<file path="src/rtl/pipeline_hazard_controller.sv">
// ============================================================================
//  Module      : pipeline_hazard_controller
//  Description : Stall/flush sequencer for the five-stage pipeline. Resolves
//                load-use hazards, memory-stage redirects and multi-cycle
//                data-memory accesses (with a timeout watchdog), and keeps
//                saturating stall/flush performance counters.
//  Revision    : 1.0 - initial release
// ============================================================================
`default_nettype none

module pipeline_hazard_controller #(
  parameter int MEM_TIMEOUT = 16,
  parameter int WAIT_W      = $clog2(MEM_TIMEOUT + 2)
) (
  input  logic        clock,
  input  logic        reset,
  input  logic [4:0]  decodeRs1,
  input  logic [4:0]  decodeRs2,
  input  logic        decodeUsesRs1,
  input  logic        decodeUsesRs2,
  input  logic [4:0]  executeRd,
  input  logic        executeMemoryReadEnable,
  input  logic        redirectTaken,
  input  logic        memRequest,
  input  logic        memReady,
  output logic        stallFetch,
  output logic        stallDecode,
  output logic        stallExecute,
  output logic        stallMemory,
  output logic        flushDecode,
  output logic        flushExecute,
  output logic        flushMemory,
  output logic        flushWriteback,
  output logic        pcRedirect,
  output logic        memTimeoutError,
  output logic [31:0] stallCycleCount,
  output logic [15:0] flushCount
);

  localparam logic [1:0] ST_RUN      = 2'd0;
  localparam logic [1:0] ST_MEM_WAIT = 2'd1;
  localparam logic [1:0] ST_ERROR    = 2'd2;

  localparam logic [WAIT_W-1:0] TIMEOUT_CNT = WAIT_W'(MEM_TIMEOUT);
  localparam logic [WAIT_W-1:0] WAIT_MAX    = '1;
  localparam bit                WATCHDOG_EN = (MEM_TIMEOUT != 0);

  logic [1:0]        state_q, state_d;
  logic [WAIT_W-1:0] wait_count_q, wait_count_d;
  logic              mem_timeout_error_q, mem_timeout_error_d;
  logic [31:0]       stall_cycle_count_q, stall_cycle_count_d;
  logic [15:0]       flush_count_q, flush_count_d;

  logic load_use;
  logic mem_wait;
  logic any_stall;

  // Hazard detection: load in execute feeding decode, and pending memory access
  always_comb begin
    load_use = executeMemoryReadEnable && (executeRd != 5'd0) &&
               ((decodeUsesRs1 && (decodeRs1 == executeRd)) ||
                (decodeUsesRs2 && (decodeRs2 == executeRd)));
    mem_wait = ((state_q == ST_RUN) && memRequest && !memReady) ||
               ((state_q == ST_MEM_WAIT) && !memReady);
  end

  // Prioritised stall/flush outputs: error > memory wait > redirect > load-use
  always_comb begin
    stallFetch     = 1'b0;
    stallDecode    = 1'b0;
    stallExecute   = 1'b0;
    stallMemory    = 1'b0;
    flushDecode    = 1'b0;
    flushExecute   = 1'b0;
    flushMemory    = 1'b0;
    flushWriteback = 1'b0;
    pcRedirect     = 1'b0;
    if (state_q == ST_ERROR) begin
      stallFetch   = 1'b1;
      stallDecode  = 1'b1;
      stallExecute = 1'b1;
      stallMemory  = 1'b1;
    end else if (mem_wait) begin
      // Execute-to-memory is held, so any redirect comes back after the wait
      stallFetch     = 1'b1;
      stallDecode    = 1'b1;
      stallExecute   = 1'b1;
      stallMemory    = 1'b1;
      flushWriteback = 1'b1;
    end else if (redirectTaken) begin
      // Younger instructions are squashed, which also covers any load-use
      flushDecode  = 1'b1;
      flushExecute = 1'b1;
      flushMemory  = 1'b1;
      pcRedirect   = 1'b1;
    end else if (load_use) begin
      stallFetch   = 1'b1;
      stallDecode  = 1'b1;
      flushExecute = 1'b1;
    end
    any_stall = stallFetch | stallDecode | stallExecute | stallMemory;
  end

  // Memory wait-state machine with watchdog
  always_comb begin
    state_d      = state_q;
    wait_count_d = wait_count_q;
    case (state_q)
      ST_RUN: begin
        if (memRequest && !memReady) begin
          state_d      = ST_MEM_WAIT;
          wait_count_d = {{(WAIT_W-1){1'b0}}, 1'b1};
        end
      end
      ST_MEM_WAIT: begin
        if (memReady) begin
          state_d      = ST_RUN;
          wait_count_d = '0;
        end else if (WATCHDOG_EN && (wait_count_q == TIMEOUT_CNT)) begin
          state_d = ST_ERROR;
        end else if (wait_count_q != WAIT_MAX) begin
          // Saturate so a disabled watchdog never wraps the counter
          wait_count_d = wait_count_q + {{(WAIT_W-1){1'b0}}, 1'b1};
        end
      end
      ST_ERROR: begin
        state_d = ST_ERROR;
      end
      default: begin
        state_d      = ST_RUN;
        wait_count_d = '0;
      end
    endcase
    mem_timeout_error_d = mem_timeout_error_q | (state_d == ST_ERROR);
  end

  // Saturating performance counters
  always_comb begin
    stall_cycle_count_d = stall_cycle_count_q;
    flush_count_d       = flush_count_q;
    if (any_stall && (stall_cycle_count_q != 32'hFFFF_FFFF)) begin
      stall_cycle_count_d = stall_cycle_count_q + 32'd1;
    end
    if (pcRedirect && (flush_count_q != 16'hFFFF)) begin
      flush_count_d = flush_count_q + 16'd1;
    end
  end

  // State, watchdog and counter registers
  always_ff @(posedge clock) begin
    if (reset) begin
      state_q             <= ST_RUN;
      wait_count_q        <= '0;
      mem_timeout_error_q <= 1'b0;
      stall_cycle_count_q <= 32'd0;
      flush_count_q       <= 16'd0;
    end else begin
      state_q             <= state_d;
      wait_count_q        <= wait_count_d;
      mem_timeout_error_q <= mem_timeout_error_d;
      stall_cycle_count_q <= stall_cycle_count_d;
      flush_count_q       <= flush_count_d;
    end
  end

  assign memTimeoutError = mem_timeout_error_q;
  assign stallCycleCount = stall_cycle_count_q;
  assign flushCount      = flush_count_q;

endmodule

`default_nettype wire

</file>
<file path="config.mk">
export PLATFORM = sky130hd
export DESIGN_NAME = pipeline_hazard_controller
export DESIGN_NICKNAME = d
export VERILOG_FILES = /design/src/rtl/pipeline_hazard_controller.sv
export SDC_FILE = /design/constraint.sdc
export NUM_CORES = 1
export LEC_CHECK = 0
export BUFFER_PORTS_ARGS = -buffer_cell sky130_fd_sc_hd__buf_4
export CAP_MARGIN = 20
export CORE_MARGIN = 2
export CORE_UTILIZATION = 53
export DETAILED_ROUTE_END_ITERATION = 16
export PLACE_DENSITY = 0.8
export SLEW_MARGIN = 10
export SYNTH_ARGS = -nofsm -noshare
export SYNTH_HDL_FRONTEND = slang
export SYNTH_SLANG_ARGS = --single-unit
export TNS_END_PERCENT = 5
</file>
<file path="constraint.sdc">
create_clock -name clock -period 2.5 [get_ports clock]
set_input_delay 0.375 -clock clock [delete_from_list [all_inputs] [get_ports clock]]
set_output_delay 0.375 -clock clock [all_outputs]
set_load 0.03 [all_outputs]
</file>
# After elaboration in Yosys (flattened, before gate mapping)
# Cells that the tools add are included.
# word_totals
reg_bits	56
output_inout_bits	58
# classes
n_addsub	3
eq_ne	12
mux	22
bitwise_logic	4
n_reduce_logical	16
# ops
op	n
adder 32 x 1 -> 32 bit (second input constant)	1
!= test 32 bit (second input constant)	1
2-to-1 mux 5 bit	4
adder 16 x 1 -> 16 bit (second input constant)	1
!= test 16 bit (second input constant)	1
one-hot mux 5 bit (3 select lines)	1
2-to-1 mux 1 bit	13
== test 5 bit	2
logical AND 1 bit	10
2-to-1 mux 2 bit	3
one-hot mux 2 bit (3 select lines)	1
adder 5 x 1 -> 5 bit (second input constant)	1
== test 5 bit (second input constant)	1
!= test 5 bit (second input constant)	1
nonzero test 5 bit	1
== test 2 bit (second input constant)	2
AND reduction 4 bit	1
!= test 3 x 2 -> 1 bit (second input constant)	1
!= test 3 bit (second input constant)	1
bitwise OR 1 bit	3
== test 2 x 1 -> 1 bit (second input constant)	1
logical NOT 2 bit	1
logical OR 1 bit	2
!= test 2 x 1 -> 1 bit (second input constant)	1
other kinds (2)	2

# Longest topological paths before layout
# Gate-level depths: netlist of the first run.
# depth
word_depth	11
depth_mapped	9
mapped_depth_nobuf	8

# Worst setup path before layout of the first run
# OpenSTA, ideal clock, no wires.
# synth_path
path_kind	input -> output
from	in executeRd[1]
to	out stallFetch
arrival_ns	1.870
required_time_ns	2.125
slack_ns	0.255
stages	6
n_path_buf	1
cell_sequence	or4_4 -> o21ai_0 -> nor2_1 -> a21oi_1 -> inv_1 -> buf_4
# synth_via
elab_chain_cells	8
elab_cells_between_ends	12
classes_between	eq/ne (2); mux (4); reduce/logical (6)
# synth_rtl
element	line_no	rtl
from (decl)	21	input logic [4:0] executeRd,
== test 5 bit, on equally long branches	61, 62	
logical AND 1 bit, on equally long branches	61, 62	
logical OR 1 bit	61	((decodeUsesRs1 && (decodeRs1 == executeRd)) ||
logical AND 1 bit (*)	60	load_use = executeMemoryReadEnable && (executeRd != 5'd0) &&
2-to-1 mux 1 bit (*) (4 in series)	-	
to (decl)	26	output logic stallFetch,
# Mark *: on every way between the ends. The rest lies on a longest branch, timed or not.

# Worst setup path in the final report of the first run
# layout_path
from	reg stall_cycle_count_q[0] (netlist: stallCycleCount[0])
to	reg stall_cycle_count_q[20] (netlist: stallCycleCount[20])
# layout_via
elab_chain_cells	2
elab_cells_between_ends	3
classes_between	add/sub (1); eq/ne (1); reduce/logical (1)
# layout_rtl
element	line_no	rtl
from (decl)	51	logic [31:0] stall_cycle_count_q, stall_cycle_count_d;
from (signal assigned)	161	stall_cycle_count_q <= stall_cycle_count_d;
branches (longest 2 deep; another with adder 32 x 1 -> 32 bit)	-	
# Several ways; the timed one is not identified.
# A chain may end at the register's enable or synchronous reset.

==> run_results.csv, run 1 <==
group,metric,value,unit
timing,finalSetupTns,0,ns
floorplan,row_count,28,
place,port_buffers,80,
pwr,p_clk_frac,0.326,
logic_synthesis,ys_seq_area_frac,0.3535,
critical_path,critPathMostFrequentCell,"buf_4",
clock_tree,cts_setup_buffers,0,
timing,tightest_slew,0.5502,ns
pwr,combPwrFrac,0.121,
timing,fmax,0.4421,GHz
global_routing,busiest_layer,"met2",
detailed_routing,routed_wl,7641,um
clock_tree,clock_latency,0.31,ns
pwr,p_int,1.231,mW
clock_tree,clkTransAtPathRegs,0.10,ns
clock_tree,cts_resized,0,
global_routing,grt_use_met1,0.2913,
global_routing,grt_overflow,0,
critical_path,critPathKind,"reg2reg",
pwr,p_sw,0.4149,mW
place,post-dp-hpwl,5717,um
layout,drive_gt1_frac,0.2584,
logic_synthesis,synth_area,0.003172,mm2
floorplan,die_w,81.36,um
timing,skew,0.01143,ns
timing,rsz0062_at_grt,"false",
logic_synthesis,synth_top_cell_by_area,"dfxtp_1",
run,cap_viol_max_count,0,
floorplan,io_pins,81,
pwr,p_leak,1.470,nW
critical_path,reg2reg_from,"stallCycleCount[0]",
logic_synthesis,synth_top_family_by_area,"simple AND/OR/NAND/NOR gates",
critical_path,startpoint,"stallCycleCount[0]",
detailed_routing,num_vias,3086,
global_routing,grtUsageMet3,0.04889,
layout,syn_to_final_growth,22.05,%
logic_synthesis,synth_edf_count,0,
logic_synthesis,synthMuxAreaShare,0.006312,
timing,final_hold_viol_count,0,
logic_synthesis,synthSimpleGateAreaFrac,0.2970,
floorplan,die_y,81.36,um
global_routing,grt_first_pass_wirelength,12560,um
critical_path,cp_top_family,"compound AO/OA/AOI/OAI gates",
pwr,seqPwrFrac,0.553,
floorplan,core,0.005851,mm2
global_routing,grt_max_degree,35,
critical_path,crit_path_start_kind,"flop",
detailed_routing,drt_first_pass_iters,5,
timing,drv_slew,0,
critical_path,crit_path_top_delay_cell,"dfxtp_1",
logic_synthesis,post-synth-top-area-fraction,0.3535,
detailed_routing,drtAntennaViolNets,0,
pwr,vdd_drop_max,0.3530,mV
status,outcome,"finished clean",
timing,setup_viol,0,
clock_tree,cts_buffer_depth,2,
critical_path,critPathCaptureType,"flop",
clock_tree,root_buffer,"clkbuf_8",
critical_path,critPathMaxFanout,16,
layout,fillers,506,
detailed_routing,route.detailed.drc,0,
logic_synthesis,syn_nets,399,
floorplan,die_area,0.006619,mm2
hold_path,holdCritStartpoint,"reset",
logic_synthesis,synthFlopType,"dfxtp_1",
detailed_routing,viasPerCell,5.889,
global_routing,use_met2,0.4254,
pwr,switching_share,0.2521,
logic_synthesis,ys_top_cells_by_area,"dfxtp_1 (35%), a21oi_1 (6.2%), xnor2_1 (4.4%), o31ai_1 (4.0%), or4_1 (4.0%)",
floorplan,start_util,0.5421,
logic_synthesis,synthArstFlopShare,0,
pwr,powerDensity,425.1,mW/mm2
hold_path,hold_path_class,"in2reg",
logic_synthesis,synth.avg_cell_area,8.549,um2
critical_path,timing.critical_path.cells,"ha_1 > nand4_1 > nor4_1 > a32oi_2 > o21ai_2 > buf_4 > buf_4 > o21ai_0 > a21oi_1",
global_routing,antenna_found_initial,0,
logic_synthesis,syn_inst,371,
timing,relSlewSlack,0.6304,
logic_synthesis,synth-adder-area-share,0.01972,
place,gp_congestion,0.8483,
detailed_routing,initialDrtViolationCount,223,
logic_synthesis,synth_compound_area_frac,0.1779,
global_routing,grt_pass1_vias,2811,
layout,diodes,0,
logic_synthesis,synth-xor-area-share,0.06903,
timing,period_share,0.9048,
logic_synthesis,ys_ff_latch,56,
pwr,total_power,1.646,mW
logic_synthesis,yosysWarnings,0,
critical_path,required,2.75,ns
critical_path,crit_arrival,2.51,ns
logic_synthesis,synth.distinct_cells,57,
global_routing,grt_usage,0.2355,
timing,finalCriticalPeriod,2.262,ns
layout,layout.nets,477,
critical_path,slowest_delay,0.43,ns
critical_path,critical_path_buf_inv_count,2,
clock_tree,cts.sinks,56,
clock_tree,cts_hold_buf,0,
clock_tree,htreeDepth,2,
timing,whs,0.3733,ns
clock_tree,cts-buffers-inserted,5,
clock_tree,cts_tree,"done",
detailed_routing,avgRoutedWirePerCell,14.58,um
[cells in the final DEF (no fill, tap or decap), drive strengths merged, types with 3 or more instances in the layout]
cell     n
a21oi   39
and2     5
and4     5
buf     92
clkbuf   7
dfxtp   56
ha       5
inv     13
nand2   23
nand3   23
nand4   16
nor2    32
nor3     6
nor4     8
o21a     4
o21ai   13
o31ai   17
or2      3
or3     12
or4     18
xnor2   16
xor2     9
[layer usage]
metal	share of wire	vias to the layer above	wire, um
li1	-	1526	-
met1	0.43	1473	3302
met2	0.51	82	3923
met3	0.049	5	377
met4	0.0050	0	38
met5	0	-	0
[final timing paths]
| kind | end | slack, ns | cells past startpoint |
|---|---|---|---|
| worst max-delay path | stallCycleCount[20] | 0.24 | 9 |
| worst min-delay path | stallCycleCount[29] | 0.37 | 2 |
| worst max register to register | stallCycleCount[20] | 0.24 | 9 |
| worst min register to register | memTimeoutError | 0.47 | 1 |
[synthesized netlist by cell type, types with 9 or more instances]
cell type,instances
nand2_1,22
inv_1,13
or3_1,12
nor2_1,32
o21ai_0,12
nand4_1,15
nand3_1,23
xnor2_1,16
dfxtp_1,56
o31ai_1,17
a21oi_1,39
or4_1,17
xor2_1,9
[metrics by stage]
stage	area (um2)	cells	util	setup slack, ns
after CTS	3871	524	0.6617	0.2552
after global routing	3871	524	0.6617	0.06636
after global placement	3775	517	0.6452	0.2621
final	3871	524	0.6617	0.2381
after detailed placement	3775	517	0.6452	0.2006
after floorplan	3172	371	-	0.2553
[power by group through the flow]
| stage | clock [mW] | combinational (mW) | sequential (mW) |
|---|---|---|---|
| after global routing | 0.579 | 0.215 | 0.912 |
| after detailed placement | 0 | 0.199 | 0.931 |
| after CTS | 0.548 | 0.200 | 0.911 |
| final | 0.536 | 0.199 | 0.911 |
| after global placement | 0 | 0.195 | 0.931 |
| after floorplan | 0 | 0.129 | 0.938 |
[logic make-up (layout without fill, tap and decap cells)]
logic type / after synthesis / after routing
simple gates: 160 / 160
compound gates: 89 / 89
flops: 56 / 56
buf+inv: 34 / 112
xor+xnor: 25 / 25
fa+ha+maj: 5 / 5
mux: 2 / 2
[registers in the layout, indices dropped and copies added, names as in the netlist]
name and cells:
memTimeoutError 1, wait_count_q 5, state_q 2, flushCount 16
stallCycleCount 32
[final cells by class]
type / instances / area [um2] / area share
inverter: 13 / 48.80 / 0.01261
tap: 75 / 93.84 / 0.02424
clock buffer: 7 / 96.34 / 0.02489
multi-input combinational: 281 / 1808 / 0.4670
sequential: 56 / 1121 / 0.2896
timing repair buffer: 92 / 703.2 / 0.1816
Note: power is estimated with default switching activity, not from simulation.
==> inputs of run 2 (changes only) <==
Settings changed: CORE_UTILIZATION 53 to 45, PLACE_DENSITY 0.8 to 0.69.
==> run_results.csv, run 2 (synthesized netlist as in run 1, its figures left out) <==
group,metric,value,unit
status,outcome,"finished clean",
layout,largest_register_ffs,32,
critical_path,crit_arrival,1.91,ns
layout,drive_gt1_frac,0.2494,
critical_path,slowest_delay,0.53,ns
timing,skew,0.01355,ns
critical_path,crit_path_top_delay_cell,"or4_4",
timing,fmax,0.4371,GHz
pwr,p_sw,0.4172,mW
detailed_routing,routed_wl,7542,um
critical_path,critPathKind,"in2out",
hold_path,whs_path_depth,4,
global_routing,antenna_found_initial,0,
critical_path,r2r_slack,0.27,ns
critical_path,critPathCaptureType,"output pin",
pwr,switching_share,0.2568,
clock_tree,clkTransAtPathRegs,0.10,ns
clock_tree,cts_hold_buf,0,
global_routing,grt_first_pass_wirelength,12160,um
clock_tree,root_buffer,"clkbuf_8",
critical_path,critPathMaxFanout,7,
pwr,p_leak,1.441,nW
timing,period_share,0.9151,
clock_tree,cts_buffer_depth,2,
pwr,p_int,1.207,mW
timing,relSlewSlack,0.6357,
floorplan,die_y,87.96,um
layout,design_area,0.003857,mm2
floorplan,die_area,0.007736,mm2
floorplan,start_util,0.4669,
critical_path,timing.critical_path.cells,"buf_4 > or4_4 > o21ai_0 > nor2_1 > a21oi_2 > inv_1 > buf_4",
pwr,powerDensity,421.2,mW/mm2
critical_path,reg2regPathDepth,6,
detailed_routing,num_vias,2994,
timing,drv_slew,0,
place,dpl_cell_area,0.003764,mm2
timing,tightest_slew,0.5414,ns
global_routing,grt_overflow,0,
critical_path,crit_path_start_kind,"input port",
floorplan,core,0.006794,mm2
layout,fillers,649,
place,post-dp-hpwl,5520,um
hold_path,hold_end,"wait_count_q[1]",
detailed_routing,route.detailed.drc,0,
layout,diodes,0,
layout,final_cell_mix,"buf_4 (86), dfxtp_1 (56), a21oi_1 (38)",
layout,layout.nets,472,
clock_tree,cts-buffers-inserted,5,
floorplan,io_pins,81,
critical_path,critPathMostFrequentCell,"buf_4",
timing,rsz0062_at_grt,"false",
place,port_buffers,80,
global_routing,grt_usage,0.1954,
layout,syn_to_final_growth,21.62,%
timing,final_hold_viol_count,0,
critical_path,required,2.12,ns
floorplan,die_w,87.96,um
place,gp_congestion,0.7881,
pwr,p_clk_frac,0.319,
floorplan,row_count,30,
timing,setup_viol,0,
clock_tree,cts_tree,"done",
detailed_routing,avgRoutedWirePerCell,13.94,um
layout,final_common_cell,"buf_4",
detailed_routing,drtAntennaViolNets,0,
clock_tree,cts.sinks,56,
layout,fin_util,0.5678,
pwr,combPwrFrac,0.120,
clock_tree,htreeDepth,2,
detailed_routing,initialDrtViolationCount,129,
clock_tree,clock_latency,0.31,ns
detailed_routing,viasPerCell,5.534,
detailed_routing,drt_first_pass_iters,4,
run,cap_viol_max_count,0,
clock_tree,cts_setup_buffers,0,
hold_path,hold_path_class,"in2reg",
hold_path,holdCritStartpoint,"memReady",
critical_path,rr_endpoint,"stallCycleCount[29]",
timing,finalCriticalPeriod,2.288,ns
critical_path,reg2reg_from,"stallCycleCount[13]",
global_routing,grt_pass1_vias,2683,
global_routing,grt_max_degree,53,
pwr,seqPwrFrac,0.560,
pwr,vdd_drop_max,0.3351,mV
timing,finalSetupTns,0,ns
## run 2: cell types whose count changed in the layout (fill, tap and decap cells not counted)
| cell | change |
|---|---|
| a21oi_1 | -1 |
| a21oi_2 | +1 |
| buf_4 | -5 |
| clkbuf_1 | +2 |
| clkbuf_8 | -1 |
## run 2: layout make-up
| class | instances | area [um2] | share of cell area |
|---|---|---|---|
| timing repair buffer | 87 | 665.6 | 0.1726 |
| multi-input combinational | 281 | 1812 | 0.4697 |
| clock buffer | 8 | 90.09 | 0.02335 |
| sequential | 56 | 1121 | 0.2906 |
| tap | 96 | 120.1 | 0.03114 |
| inverter | 13 | 48.80 | 0.01265 |
## run 2: power groups by stage
stage               registers (mW)  clock network [mW]  logic, mW
floorplan                    0.938                   0      0.129
global placement             0.931                   0      0.194
detailed placement           0.931                   0      0.196
CTS                          0.910               0.533      0.196
global route                 0.913               0.574      0.212
finish                       0.910               0.519      0.196
## run 2: how the worst max path moves through the flow
stage | cells after the start | startpoint | endpoint
after floorplan | 6 | executeRd[1] | stallFetch
after global placement | 7 | executeRd[1] | stallFetch
after detailed placement | 7 | executeRd[1] | stallDecode
after CTS | 6 | state_q[0] | stallDecode
after global routing | 7 | stallCycleCount[0] | stallCycleCount[26]
final | 7 | executeRd[1] | stallDecode
## run 2: metrics by stage
| step | total power [mW] | hold WS [ns] | setup slack (ns) | std cells |
|---|---|---|---|---|
| 2_1_floorplan | 1.067 | 0.4447 | 0.2553 | 371 |
| 3_3_place_gp | 1.125 | 0.4590 | 0.07544 | 533 |
| 3_5_place_dp | 1.127 | 0.4761 | 0.04935 | 533 |
| 4_1_cts | 1.640 | 0.4168 | 0.01827 | 541 |
| 5_1_grt | 1.699 | 0.4294 | 0.06128 | 541 |
| 6_report | 1.625 | 0.4268 | 0.2122 | 541 |
## run 2: metal layers
layer | track usage | vias up | wire, um
met1 | 0.2496 | 1399 | 3538
met2 | 0.3271 | 66 | 3539
met4 | 0.06014 | 0 | 55
met5 | 0 | - | 0
li1 | - | 1525 | -
met3 | 0.04618 | 4 | 408
## run 2: critical path: cells and delay by family
kind / cells / cell delay, ns
AOI/OAI and AO/OA: 2 / 0.47
and+or+nand+nor: 2 / 0.61
buffers and inverters: 3 / 0.46
## run 2: repair_timing
item	CTS	global route
hold endpoints to repair	0	0
setup endpoints to repair	0	2
resized for setup	0	1
==> inputs of run 3 (changes only) <==
Settings changed: BUFFER_PORTS_ARGS -buffer_cell sky130_fd_sc_hd__buf_4 to -buffer_cell sky130_fd_sc_hd__buf_2, CTS_BUF_LIST set to sky130_fd_sc_hd__clkbuf_4 sky130_fd_sc_hd__clkbuf_8, CTS_CLUSTER_DIAMETER set to 200.
==> run_results.csv, run 3 (synthesized netlist as in run 1, its figures left out) <==
group,metric,value,unit
timing,fmax,0.4400,GHz
clock_tree,htreeDepth,2,
timing,final_hold_viol_count,0,
hold_path,hold_path_class,"in2reg",
detailed_routing,initialDrtViolationCount,167,
clock_tree,cts-buffers-inserted,5,
clock_tree,cts_tree,"done",
critical_path,crit_path_start_kind,"input port",
floorplan,io_pins,81,
timing,tightest_slew,0.5593,ns
clock_tree,cts_buffer_depth,2,
timing,finalSetupTns,0,ns
layout,final_common_cell,"buf_2",
global_routing,grt_usage,0.2034,
timing,setup_viol,0,
layout,diodes,0,
critical_path,startpoint,"executeRd[1]",
timing,drv_slew,0,
layout,drive_gt1_frac,0.2556,
timing,period_share,0.9090,
critical_path,reg2reg_from,"wait_count_q[0]",
pwr,p_leak,1.431,nW
run,cap_viol_max_count,0,
clock_tree,cts.sinks,56,
pwr,powerDensity,443.2,mW/mm2
global_routing,grt_pass1_vias,2794,
floorplan,start_util,0.4669,
detailed_routing,routed_wl,7481,um
timing,skew,0.007426,ns
layout,syn_to_final_growth,15.78,%
detailed_routing,num_vias,3031,
critical_path,crit_arrival,1.90,ns
detailed_routing,avgRoutedWirePerCell,13.80,um
pwr,vdd_drop_max,0.2065,mV
hold_path,holdCritStartpoint,"memReady",
critical_path,critPathCaptureType,"output pin",
timing,rsz0062_at_grt,"false",
global_routing,grt_max_degree,53,
clock_tree,clkTransAtPathRegs,0.10,ns
status,outcome,"finished clean",
floorplan,die_y,87.96,um
place,place_inst,534,
place,gp_congestion,0.8068,
critical_path,critPathMaxFanout,7,
critical_path,required,2.12,ns
floorplan,row_count,30,
global_routing,antenna_found_initial,0,
layout,fillers,650,
layout,final_cell_mix,"buf_2 (80), dfxtp_1 (56), a21oi_1 (38)",
detailed_routing,drt_first_pass_iters,4,
global_routing,grt_first_pass_wirelength,12770,um
place,port_buffers,80,
place,post-dp-hpwl,5482,um
critical_path,r2r_slack,0.24,ns
clock_tree,root_buffer,"clkbuf_8",
detailed_routing,drtAntennaViolNets,0,
clock_tree,clock_latency,0.31,ns
detailed_routing,route.detailed.drc,0,
timing,finalCriticalPeriod,2.273,ns
detailed_routing,viasPerCell,5.592,
floorplan,die_w,87.96,um
critical_path,critPathKind,"in2out",
floorplan,core,0.006794,mm2
layout,largest_register_ffs,32,
layout,layout.nets,473,
floorplan,die_area,0.007736,mm2
timing,relSlewSlack,0.6221,
layout,fin_cells,542,
global_routing,grt_overflow,0,
run 3: cell count changes in the layout (fill, tap and decap cells not counted):
cell	before	now
clkinvlp_4	0	1
clkbuf_4	0	1
clkbuf_1	2	0
buf_4	86	7
buf_2	0	80
run 3: timing repair:
| item | in CTS | in global routing |
|---|---|---|
| setup buffers | 0 | 0 |
| hold buffers | 0 | 0 |
| resized for setup | 0 | 1 |
| hold endpoints to repair | 0 | 0 |
| endpoints found under the setup margin | 0 | 2 |
run 3: final cells by class:
| type | count | area, um2 | area share |
|---|---|---|---|
| multi-input combinational | 281 | 1812 | 0.4934 |
| sequential | 56 | 1121 | 0.3053 |
| inverter | 13 | 48.80 | 0.01329 |
| clock inverter | 1 | 7.507 | 0.002044 |
| tap | 96 | 120.1 | 0.03271 |
| timing repair buffer | 88 | 473.0 | 0.1288 |
| clock buffer | 7 | 90.09 | 0.02453 |
run 3: report_power, final:
group          internal (mW)  total [mW]  switching, mW
registers              0.899       0.910         0.0112
clock network          0.237       0.539          0.302
logic                 0.0642       0.178          0.114
run 3: path summary, 6_finish.rpt:
check,end,depth (start not counted)
min reg2reg,wait_count_q[4],2
max,stallDecode,7
min,wait_count_q[1],4
max reg2reg,wait_count_q[2],8
run 3: layer usage:
layer  wire length, um  vias up  GRT usage
met2              3620       68     0.3361
met5                 0        -          0
met3               422        7    0.04524
met4                81        0    0.06573
li1                  -     1533          -
met1              3357     1423     0.2639
run 3: critical path, cell delays in order:
cell and delay, ns:
buf_2 0.12, or4_4 0.53, o21ai_0 0.20, nor2_1 0.08
a21oi_2 0.25, inv_1 0.13, buf_2 0.20
run 3: metrics by stage:
stage	setup slack (ns)	hold slack (ns)	total power, mW	utilization	cell area [um2]
final	0.2274	0.4320	1.628	0.5405	3672
after global routing	0.04579	0.4474	1.693	0.5405	3672
after CTS	0.02813	0.4302	1.640	0.5400	3669
after detailed placement	0.05601	0.4635	1.109	0.5256	3571
after global placement	0.07608	0.4566	1.106	0.5256	3571
after floorplan	0.2553	0.4447	1.067	-	3172
